### src/rtl/branch_predictor.sv
// Direct-mapped BTB with a 2-bit saturating counter per entry; lookup is combinational, update at posedge.
// PC width comes from `WORD_SIZE (16 if not defined); `BP_STATS_EN builds the branch/mispredict counters.
`ifndef WORD_SIZE
`define WORD_SIZE 16
`endif

module branch_predictor #(
   parameter int IDX_BITS = 4
) (
   input  logic                  clk,
   input  logic                  reset,
   input  logic [`WORD_SIZE-1:0] if_pc,
   output logic                  pred_taken,
   output logic [`WORD_SIZE-1:0] pred_target,
   output logic [`WORD_SIZE-1:0] pred_pc_next,
   input  logic                  upd_valid,
   input  logic [`WORD_SIZE-1:0] upd_pc,
   input  logic                  upd_taken,
   input  logic [`WORD_SIZE-1:0] upd_target,
   input  logic                  upd_pred_taken,
   input  logic [`WORD_SIZE-1:0] upd_pred_target,
   output logic                  mispredict,
   output logic [`WORD_SIZE-1:0] redirect_pc,
   output logic [15:0]           stat_branches,
   output logic [15:0]           stat_mispredicts
);
   localparam int W       = `WORD_SIZE;
   localparam int TAG_W   = W - IDX_BITS;
   localparam int ENTRIES = 2 ** IDX_BITS;
   localparam logic [W-1:0] PC_ONE = W'(1);

   logic             valid_q  [ENTRIES];
   logic [TAG_W-1:0] tag_q    [ENTRIES];
   logic [W-1:0]     target_q [ENTRIES];
   logic [1:0]       ctr_q    [ENTRIES];

   logic [IDX_BITS-1:0] lk_idx, up_idx;
   logic [TAG_W-1:0]    lk_tag, up_tag;
   logic                lk_hit, up_hit;
   logic                wr_en;
   logic [1:0]          ctr_d;
   logic [W-1:0]        target_d;

   assign lk_idx = if_pc[IDX_BITS-1:0];
   assign lk_tag = if_pc[W-1:IDX_BITS];
   assign up_idx = upd_pc[IDX_BITS-1:0];
   assign up_tag = upd_pc[W-1:IDX_BITS];
   assign lk_hit = valid_q[lk_idx] && (tag_q[lk_idx] == lk_tag);
   assign up_hit = valid_q[up_idx] && (tag_q[up_idx] == up_tag);

   // Lookup sees the registered table only, so a same-cycle update is visible next cycle.
   assign pred_taken   = lk_hit && ctr_q[lk_idx][1];
   assign pred_target  = lk_hit ? target_q[lk_idx] : '0;
   assign pred_pc_next = pred_taken ? target_q[lk_idx] : if_pc + PC_ONE;

   assign mispredict  = upd_valid && ((upd_taken != upd_pred_taken) ||
                                      (upd_taken && (upd_target != upd_pred_target)));
   assign redirect_pc = upd_taken ? upd_target : upd_pc + PC_ONE;

   always_comb begin
      wr_en    = 1'b0;
      ctr_d    = ctr_q[up_idx];
      target_d = target_q[up_idx];
      if (upd_valid) begin
         if (up_hit) begin
            wr_en = 1'b1;
            if (upd_taken) begin
               ctr_d    = (ctr_q[up_idx] == 2'b11) ? 2'b11 : ctr_q[up_idx] + 2'd1;
               target_d = upd_target;
            end else begin
               ctr_d = (ctr_q[up_idx] == 2'b00) ? 2'b00 : ctr_q[up_idx] - 2'd1;
            end
         end else if (upd_taken) begin
            // A taken miss replaces whatever aliases on this index, starting weakly taken.
            wr_en    = 1'b1;
            ctr_d    = 2'b10;
            target_d = upd_target;
         end
      end
   end

   always_ff @(posedge clk) begin
      if (reset) begin
         for (int i = 0; i < ENTRIES; i++) begin
            valid_q[i]  <= 1'b0;
            tag_q[i]    <= '0;
            target_q[i] <= '0;
            ctr_q[i]    <= 2'b01;
         end
      end else if (wr_en) begin
         valid_q[up_idx]  <= 1'b1;
         tag_q[up_idx]    <= up_tag;
         target_q[up_idx] <= target_d;
         ctr_q[up_idx]    <= ctr_d;
      end
   end

`ifdef BP_STATS_EN
   logic [15:0] branches_q, branches_d;
   logic [15:0] mispredicts_q, mispredicts_d;

   always_comb begin
      branches_d    = branches_q;
      mispredicts_d = mispredicts_q;
      if (upd_valid && (branches_q != 16'hFFFF))
         branches_d = branches_q + 16'd1;
      if (mispredict && (mispredicts_q != 16'hFFFF))
         mispredicts_d = mispredicts_q + 16'd1;
   end

   always_ff @(posedge clk) begin
      if (reset) begin
         branches_q    <= 16'h0000;
         mispredicts_q <= 16'h0000;
      end else begin
         branches_q    <= branches_d;
         mispredicts_q <= mispredicts_d;
      end
   end

   assign stat_branches    = branches_q;
   assign stat_mispredicts = mispredicts_q;
`else
   assign stat_branches    = 16'h0000;
   assign stat_mispredicts = 16'h0000;
`endif

endmodule

### config.mk
export PLATFORM = sky130hd
export DESIGN_NAME = branch_predictor
export DESIGN_NICKNAME = d
export VERILOG_FILES = /design/src/rtl/branch_predictor.sv
export SDC_FILE = /design/constraint.sdc
export NUM_CORES = 1
export LEC_CHECK = 0
export ABC_CLOCK_PERIOD_IN_PS = 6150
export BUFFER_PORTS_ARGS = -buffer_cell sky130_fd_sc_hd__clkbuf_2
export CAP_MARGIN = 20
export CELL_PAD_IN_SITES_DETAIL_PLACEMENT = 1
export CELL_PAD_IN_SITES_GLOBAL_PLACEMENT = 1
export CORE_ASPECT_RATIO = 1.25
export CORE_MARGIN = 2
export CORE_UTILIZATION = 40
export CTS_CLUSTER_SIZE = 16
export DETAILED_ROUTE_END_ITERATION = 8
export GPL_TIMING_DRIVEN = 0
export HOLD_SLACK_MARGIN = 0.15
export MAX_ROUTING_LAYER = met4
export PLACE_DENSITY = 0.71
export SLEW_MARGIN = 20
export SYNTH_ARGS = -nofsm -noshare
export SYNTH_HDL_FRONTEND = slang
export SYNTH_SLANG_ARGS = --single-unit
### constraint.sdc
create_clock -name clk -period 6.15 [get_ports clk]
set_input_delay 1.23 -clock clk [delete_from_list [all_inputs] [get_ports clk]]
set_output_delay 1.23 -clock clk [all_outputs]
set_load 0.01 [all_outputs]
# After elaboration in Yosys (flattened, before gate mapping)
# Memory sizes are Yosys's and may differ from the RTL's.
# Cells that the tools add are included.
[word_totals]
register_bits = 0
mem_bits_rw = 496
in_bits = 69
out_inout_bits = 82
word_cells = 58
mem_count = 4
[classes]
addsub = 4
eq_ne = 7
muxes = 31
reduce_logical = 12
[mem_list]
columns = ["name", "words", "width", "read_ports", "rd_ports_with_merged_regs", "write_ports", "line_no", "rtl"]
rows = [
  ["target_q", 16, 16, 1, 0, 16, "34", "logic [W-1:0] target_q [ENTRIES];"],
  ["tag_q", 16, 12, 2, 0, 16, "33", "logic [TAG_W-1:0] tag_q [ENTRIES];"],
  ["ctr_q", 16, 2, 2, 0, 16, "35", "logic [1:0] ctr_q [ENTRIES];"],
  ["valid_q", 16, 1, 2, 0, 16, "32", "logic valid_q [ENTRIES];"],
]
[op_table]
columns = ["cell", "n"]
rows = [
  ["16-bit 2-to-1 mux", 6],
  ["16-bit by 1-bit adder with 16-bit output, second input constant", 2],
  ["12-bit equality test", 2],
  ["4-bit 2-to-1 mux", 4],
  ["16-bit inequality test", 1],
  ["16-bit OR reduction", 1],
  ["2-bit 2-to-1 mux", 7],
  ["1-bit 2-to-1 mux", 13],
  ["12-bit 2-to-1 mux", 1],
  ["12-bit OR reduction", 1],
  ["1-bit logical AND", 5],
  ["3-bit AND reduction", 1],
  ["2-bit by 1-bit adder with 2-bit output, second input constant", 1],
  ["2-bit equality test, second input constant", 1],
  ["2-bit zero test", 1],
  ["2-bit inequality test, second input constant", 1],
  ["2-bit OR reduction", 1],
  ["2-bit by 1-bit subtractor with 2-bit output, second input constant", 1],
  ["1-bit logical OR", 1],
  ["1-bit inequality test", 1],
  ["1-bit inequality test, second input constant", 1],
  ["1-bit OR reduction", 1],
]

# Depth between registers and ports, before layout
# Gate-level depths: netlist (run 1).
# An unclocked memory read counts as a cell.
[logic_depth]
ltp_word = 11
ltp_mapped = 15
depth_no_buf = 8

# Worst setup path after synthesis (run 1)
# No wires, ideal clock.
[synth_timing]
path_kind = "input to output"
from = "in if_pc[0]"
to = "out pred_pc_next[10]"
arrival_ns = 4.312
t_required_ns = 4.920
path_slack_ns = 0.608
stages = 9
n_path_buf = 3
path_cell_list = "buf_2 buf_2 mux4_2 mux4_2 xnor2_1 nand4_1 nor4b_2 buf_4 mux2_2"
[synth_between]
elab_chain_cells = 5
elab_cells_between_ends = 9
classes_between = "1 x add/sub; 1 x eq/ne; 1 x mux; 2 x reduce/logical; 4 x memory"
[synth_rtl]
columns = ["item", "line_no", "rtl"]
rows = [
  ["start, declared", "12", "input logic [`WORD_SIZE-1:0] if_pc,"],
  ["memory 16 x 12 bit", "--", ""],
  ["12-bit equality test", "48", "assign lk_hit = valid_q[lk_idx] && (tag_q[lk_idx] == lk_tag);"],
  ["1-bit logical AND", "48", ""],
  ["1-bit logical AND *", "52", "assign pred_taken = lk_hit && ctr_q[lk_idx][1];"],
  ["net pred_taken", "13", "output logic pred_taken,"],
  ["16-bit 2-to-1 mux *", "54", "assign pred_pc_next = pred_taken ? target_q[lk_idx] : if_pc + PC_ONE;"],
  ["end, declared", "15", "output logic [`WORD_SIZE-1:0] pred_pc_next,"],
]
# The timed path passes the listed nets; every way through them passes the cells marked *.

==> impl_results.md, run 1 <==
* Result of the run: complete, no violations
* Final #Nets at 2,138
* Register bit count reported by yosys at 496
* Synth Flop Type: edfxtp_1
* Layout cells sized above 1 at 25.46%
* Simple-gate portion of the synthesized area at 14.29%
* Die area at roughly 67,000 µm²
* Antenna violations before repair at 1
* Critical Path Start Type: primary input
* Number of H-tree levels at 2
* Vias at about 18,000
* Asr flop ratio synth at 0%
* Post-synthesis mux area share at 19.77%
* Number of synthesized flops with an enable pin at 480
* Commonest cells after routing, fill and taps aside: edfxtp_1 (480), and2_1 (290), nor2_1 (211), mux4_2 (198), clkbuf_2 (125)
* All-Layer GR Usage at 30.00%
* CTS hold repair buffers at 0
* Final setup violation count at 0
* Hold/Removal Path Class: flop to flop
* Initial standard-cell utilization of the core at around two fifths
* Length of the first detailed-routing pass in iterations at 5
* Via count of the first global-routing pass at 18,570
* Min cycle time layout at 6.114 ns
* Maximum clock frequency at 0.1636 GHz
* Clock Pin Slew Worst Setup and Hold Paths at 0.06 ns
* Reg-to-reg slack, setup at around 1.8 ns
* Adder and majority gate portion of the synthesized area at less than 1%
* TritonCTS clock tree: yes
* Setup Total Neg Slack at 0 ns
* Core region area at 64,280 µm²
* Max-Cap Viols at 0
* Count of final max-slew check failures at 0
* Post-Route WL at 97,240 µm
* Clock sinks at 496
* Leakage Power at 10.12 nW
* Critical path capture point type: flop
* Worst EP arrival at 6.49 ns
* Placer Congestion at 0.9953
* Slew @ Worst Pin at about 1.2 ns
* Vias per Instance at approximately 6
* Endpoint of the worst register-to-register path: ctr_q[5][1]
* Count of mapped cells out of synthesis at 1,861
* Worst hold path startpoint: valid_q[12]
* Post-route ant nets at 0
* Hold depth at 2
* VDD IR-drop max at between 0.2 and 0.25 mV
* Cell Area, Synth at ~26,000 µm²
* Hold EP: valid_q[12]
* Overall power of the completed layout at around 0.0081 W
* Number of clock buffers inserted by TritonCTS at 52
* Synthesis warning total at 0
* Final routed wire length divided by cell count at 32.92 µm
* Endpoint required time on the critical path at between 6 and 7 ns
* Cell at the root of the clock tree: clkbuf_16
* Worst setup margin at 0.03628 ns
* Die Span X at 231.6 µm
* Worst clock skew at 0.02359 ns
* Total of fill cells in the finished design at approximately 6,500
* Number of hold-slack violations in the final timing report at 0
* Power density of the placed cells at between 200 and 300 nW/µm²
* Crit Path Class: primary input to flop
* Worst-case clock buffer depth at 3
* Minimum setup slack after placement at -1.611 ns
* Share of the clock period used by the worst path at 99.41%
* Avg Cell Area, Syn at between 10 and 15 µm²
* Launching point of the worst reg2reg path: tag_q[15][11]
* DRC violations left at 0
* Combinational family with the most area after synthesis: multiplexers
* Syn-to-layout area delta at 13.87%
* Floorplan die height at 288.5 µm
* Port-buffer cells at 113
* Maximum fanout along the worst path at 10
* Parity-gate share of the synthesized area counting xor and xnor cells at 2.400%
* Cells on worst reg2reg path at 10
* Core Rows at roughly 100
* Largest net degree at the start of global routing at 18
* Clk_lat worst skew at 0.63 ns
* 1st-iter DRT viols at 2,184
* Leading cell type in the layout, fill and taps excluded: edfxtp_1
* Number of primary I/O pins at 151
* Placed wire-length estimate after detailed placement at 69,200 µm
* Total grt overflow at 0
* Worst relative slew slack at approximately 23%
* Sequential fraction of the synthesis area at 56.88%
* First-pass GRT wire length at 135,300 µm
* Compound-Gate Fraction of Synth Area at 2.540%
* Netlist cell types at just under 60
==> flip-flops by register name, summed over array words and instances (netlist names) <==
register / cells
target_q: 256
tag_q: 192
ctr_q: 32
valid_q: 16
==> metal layers <==
metal / wire, µm / vias up / track usage [%]
met5: 0 / - / -
met4: 5603 / 0 / 15.26
met3: 7386 / 287 / 4.670
met2: 49000 / 1032 / 50.90
met1: 35250 / 9334 / 34.59
li1: - / 7248 / -
==> stage by stage <==
step           hold WS, ns  std cells  instance area, µm²  utilization [%]
2_1_floorplan       0.4492       1892               26020                -
3_3_place_gp        0.4731       2853               27650            43.01
3_5_place_dp        0.4849       2854               27710            43.11
4_1_cts             0.4932       2949               29430            45.78
5_1_grt             0.5177       2954               29500            45.89
6_report            0.4895       2954               29500            45.89
==> worst max-delay path, cell delays in order <==
cell      delay [ns]
clkbuf_2        0.18
buf_4           0.34
buf_4           0.32
buf_2           0.46
buf_2           0.52
mux4_2          0.46
o211ai_1        0.13
a21oi_1         0.06
a21o_1          0.21
a41oi_1         0.71
nor3_4          0.17
nor2_1          0.70
buf_2           0.48
o21bai_4        0.23
buf_8           0.22
==> where the power goes <==
part | switching, W | total (W) | internal (W) | leakage (nW)
combinational | 0.000647 | 0.00104 | 0.000393 | 4.63
clock | 0.00141 | 0.00312 | 0.00172 | 0.789
sequential | 0.0000753 | 0.00396 | 0.00388 | 4.71
total | 0.00213 | 0.00812 | 0.00599 | 10.1
==> timing repair <==
action	in CTS	in global routing
endpoints found under the setup margin	62	53
pin swaps	1	3
gates resized for setup	39	7
setup buffers	1	4
==> cells in the mapped netlist (5+ instances only) <==
cell      number  share of area (%)
inv_1         22               0.32
nand2b_1       7               0.17
mux2_2        18               0.78
or2_2         16               0.39
nor2_1       211                3.1
nand3_1       32               0.62
a31o_2        13               0.44
nor2b_1       11               0.27
mux2i_1       46                1.8
clkbuf_1      92                1.3
edfxtp_1     480                 56
a22oi_1        7               0.20
buf_1         21               0.30
buf_6          5               0.22
dfxtp_1       16                1.2
xor2_1        21               0.71
a21oi_1       13               0.25
ha_1           5               0.24
nand2_1      106                1.5
buf_2         24               0.46
nor3_1        22               0.43
xnor2_1       50                1.7
and2_1       290                7.0
mux4_2       198                 17
o21ai_0       17               0.33
nand4_1       11               0.27
and3_1         8               0.19
o22ai_1       15               0.36
buf_4         40                1.2
==> worst max-delay path by stage <==
stage,from,endpoint,slack [ns],cells past startpoint
after floorplan,if_pc[0],pred_pc_next[10],0.61,9
after global placement,upd_pc[1],tag_q[5][4],-1.85,13
after detailed placement,if_pc[1],pred_target[0],-1.61,11
after CTS,if_pc[0],pred_pc_next[6],0.03,9
after global routing,upd_pc[0],ctr_q[5][1],-0.0008,15
final,upd_pc[0],tag_q[5][6],0.04,15
==> cell type report <==
type,instances,area (µm²),area share (%)
inverters,24,90.09,0.3054
clock inverters,27,237.7,0.8059
multi-input cells,1190,10360,35.11
well taps,848,1061,3.597
plain buffers,181,991.0,3.359
clock buffers,68,1383,4.687
repair buffers,119,643.1,2.180
flip-flops and latches,496,14730,49.95
diodes,1,2.502,0.008483
==> logic make-up (layout without fill, tap and decap cells) <==
kind of cell,after synthesis,count (layout)
and+or+nand+nor,725,725
DFF,496,496
muxes,262,262
buffers and inverters,206,419
AOI/OAI and AO/OA,94,94
xor gates and xnor gates,71,71
adders and majority gates,6,6
other,1,33
Power figures use the tool's default switching activity.
==> run 2, diff against run 1 <==
Settings changed: CTS_BUF_LIST from default to sky130_fd_sc_hd__clkbuf_8.
==> run 2 against run 1 <==
Net effect:
- the run now ends with setup timing left
- wire length increased by 0.18%
- die area unchanged
- via count increased by 1.3%
- critical path depth decreased by 1
- largest power group unchanged
- clock power decreased by 9.0%
==> impl_results.md, run 2 (synthesis gave the netlist of run 1 again) <==
* Floorplan die height at 288.5 µm (unchanged)
* Number of H-tree levels at 3 (+1)
* First-pass GRT wire length at 135,700 µm (+0.28%)
* Worst relative slew slack at 23.67% (+0.92 points)
* Power share of the clock group at 36.2% (-2.3 points)
* Die area at 66,830 µm² (unchanged)
* Number of clock buffers inserted by TritonCTS at 83 (+60%)
* Number of primary I/O pins at 151 (unchanged)
* Critical Path Start Type: primary input
* Total grt overflow at 0 (unchanged)
* Via count of the first global-routing pass at 18,670 (+0.50%)
* Combined flip-flop and latch cell area at 14,730 µm² (unchanged)
* Die Span X at 231.6 µm (unchanged)
* Multi-input combinational cell area at 10,360 µm² (unchanged)
* CTS hold repair buffers at 0 (unchanged)
* Overall power of the completed layout at 0.007837 W (-3.5%)
* Flop pwr share at 50.5% (+1.8 points)
* DRC violations left at 0 (unchanged)
* Launching point of the worst reg2reg path: tag_q[15][11]
* Leakage Power at 10.21 nW (+0.88%)
* Unrepaired setup endpoints after global routing: false
* Worst clock skew at 0.04329 ns (+0.01970 ns)
* Port-buffer cells at 113 (unchanged)
* Worst hold margin at 0.4877 ns (-0.001760 ns)
* Critical path capture point type: flop
* Post-route ant nets at 0 (unchanged)
* Worst setup path endpoint: ctr_q[5][1]
* Critical-path cell list: clkbuf_2 > buf_2 > buf_2 > buf_2 > clkbuf_1 > mux4_2 > mux2i_1 > xor2_1 > a41oi_1 > nor3_4 > nor2_1 > buf_2 > o21bai_4 > buf_8
* Final core occ at 45.74% (-0.15 points)
* Final setup violation count at 8 (+8)
* Register with the most flip-flops: target_q
* Core Rows at 104 (unchanged)
* Placer Congestion at 0.9953 (unchanged)
* Number of hold-slack violations in the final timing report at 0 (unchanged)
* Minimum setup slack after placement at -1.611 ns (unchanged)
* Vias at 18,130 (+1.3%)
* Cell at the root of the clock tree: clkbuf_8
* Worst setup margin at -0.05881 ns (-0.09509 ns)
* Result of the run: finished, violations left
* Max-Cap Viols at 0 (unchanged)
* Antenna violations before repair at 2 (+1)
* Clock sinks at 496 (unchanged)
* All-Layer GR Usage at 30.14% (+0.14 points)
* TritonCTS clock tree: yes
* Largest register FFs at 256 (unchanged)
* Maximum fanout along the worst path at 10 (unchanged)
* Power density of the placed cells at 266.5 nW/µm² (-3.2%)
* CP dominant cell by count: buf_2
* Cells on worst reg2reg path at 10 (unchanged)
* Initial standard-cell utilization of the core at 40.30% (unchanged)
* Maximum cell stage delay along the critical path at 0.83 ns (+0.12 ns)
* Clk_lat worst skew at 0.71 ns (+0.08 ns)
* Final #Nets at 2,169 (+1.4%)
* Proportion of power drawn by combinational gates at 13.3% (+0.5 points)
* Number of placed cells counting well taps at 2,854 (unchanged)
* Design internal power at 0.005691 W (-5.0%)
* Layout cells sized above 1 at 26.03% (+0.57 points)
* Failing checks: setup timing
* Min cycle time layout at 6.209 ns (+0.09509 ns)
* Switching Share at 27.39% (+1.2 points)
* Maximum clock frequency at 0.1611 GHz (-1.5%)
* Total of fill cells in the finished design at 6,622 (+1.3%)
* Max stage delay cell, worst path: clkbuf_1
* Syn-to-layout area delta at 13.50%
* Reported net switching power at 0.002147 W (+0.86%)
* CP startpoint: upd_pc[1]
* VDD IR-drop max at 0.2225 mV (+3.9%)
* Core region area at 64,280 µm² (unchanged)
* Final routed wire length divided by cell count at 32.37 µm (-1.7%)
* Placed wire-length estimate after detailed placement at 69,200 µm (unchanged)
* Length of the first detailed-routing pass in iterations at 5 (unchanged)
* Reg-to-reg slack, setup at 1.77 ns (-0.02 ns)
* Crit Path Class: primary input to flop
* Leading cell type in the layout, fill and taps excluded: edfxtp_1
* Commonest cells after routing, fill and taps aside: edfxtp_1 (480), and2_1 (290), nor2_1 (211), mux4_2 (198), clkbuf_2 (124)
* Vias per Instance at 6.024 (-0.59%)
* Post-Route WL at 97,410 µm (+0.18%)
* Worst-case clock buffer depth at 3 (unchanged)
* Worst EP arrival at 6.64 ns (+0.15 ns)
* Largest net degree at the start of global routing at 18 (unchanged)
* Endpoint required time on the critical path at 6.58 ns (+0.05 ns)
* Largest registers ranked by flip-flop count: target_q (256), tag_q (192), ctr_q (32)
* Endpoint of the worst register-to-register path: ctr_q[5][1]
* Count of final max-slew check failures at 0 (unchanged)
* Hold/Removal Path Class: flop to flop
* Slew @ Worst Pin at 1.145 ns (-0.01378 ns)
* Final std cells w/o fill at 3,009 (+1.9%)
* Clock Pin Slew Worst Setup and Hold Paths at 0.06 ns (about the same)
* 1st-iter DRT viols at 2,158 (-1.2%)
* Share of the clock period used by the worst path at 101.0% (+1.5 points)
run 2: power by group through the flow:
stage	clock, W	sequential [W]	combinational [W]
after floorplan	0	0.00399	0.000599
after detailed placement	0	0.00403	0.00101
after global routing	0.00298	0.00397	0.00107
final	0.00284	0.00396	0.00104
after global placement	0	0.00401	0.000994
after CTS	0.00285	0.00396	0.00102
run 2: how the worst min path moves through the flow:
stage                      startpoint     endpoint  slack, ns  depth (start not counted)
after floorplan            valid_q[9]   valid_q[9]       0.45                          2
after global placement    valid_q[12]  valid_q[12]       0.47                          2
after detailed placement  valid_q[14]  valid_q[14]       0.48                          2
after CTS                 valid_q[12]  valid_q[12]       0.49                          2
after global routing      valid_q[10]  valid_q[10]       0.52                          2
final                     valid_q[12]  valid_q[12]       0.49                          2
run 2: layout make-up:
class / count / area share (%)
sequential: 496 / 50.11
multi-input combinational: 1190 / 35.22
clock buffer: 85 / 3.979
tap: 848 / 3.608
buffer: 181 / 3.366
timing repair buffer: 119 / 2.187
clock inverter: 64 / 1.204
inverter: 24 / 0.3064
antenna: 2 / 0.01702
run 2: layer usage:
layer	global-route usage [%]	share of wire, %
met2	50.65	50
met4	16.75	6.2
met1	34.64	36
met5	-	0
met3	4.611	7.5
run 2: repair_timing:
item,CTS,global route
pin swaps,1,3
setup buffers,1,4
cloned,0,0
endpoints found under the setup margin,33,55
gates resized for setup,38,9
run 2: worst max-delay path, delay by kind of cell:
| family | cells | cell delay (ns) |
|---|---|---|
| buffers and inverters | 7 | 2.77 |
| xor gates and xnor gates | 1 | 0.11 |
| muxes | 2 | 0.65 |
| and+or+nand+nor | 2 | 0.90 |
| AOI/OAI and AO/OA | 2 | 0.96 |
run 2: metrics by stage:
step,instance area [µm²],setup TNS (ns)
after global routing,29400,0
after detailed placement,27710,-122.58
after CTS,29340,0
final,29400,-0.2970
after floorplan,26020,0
after global placement,27650,-148.41
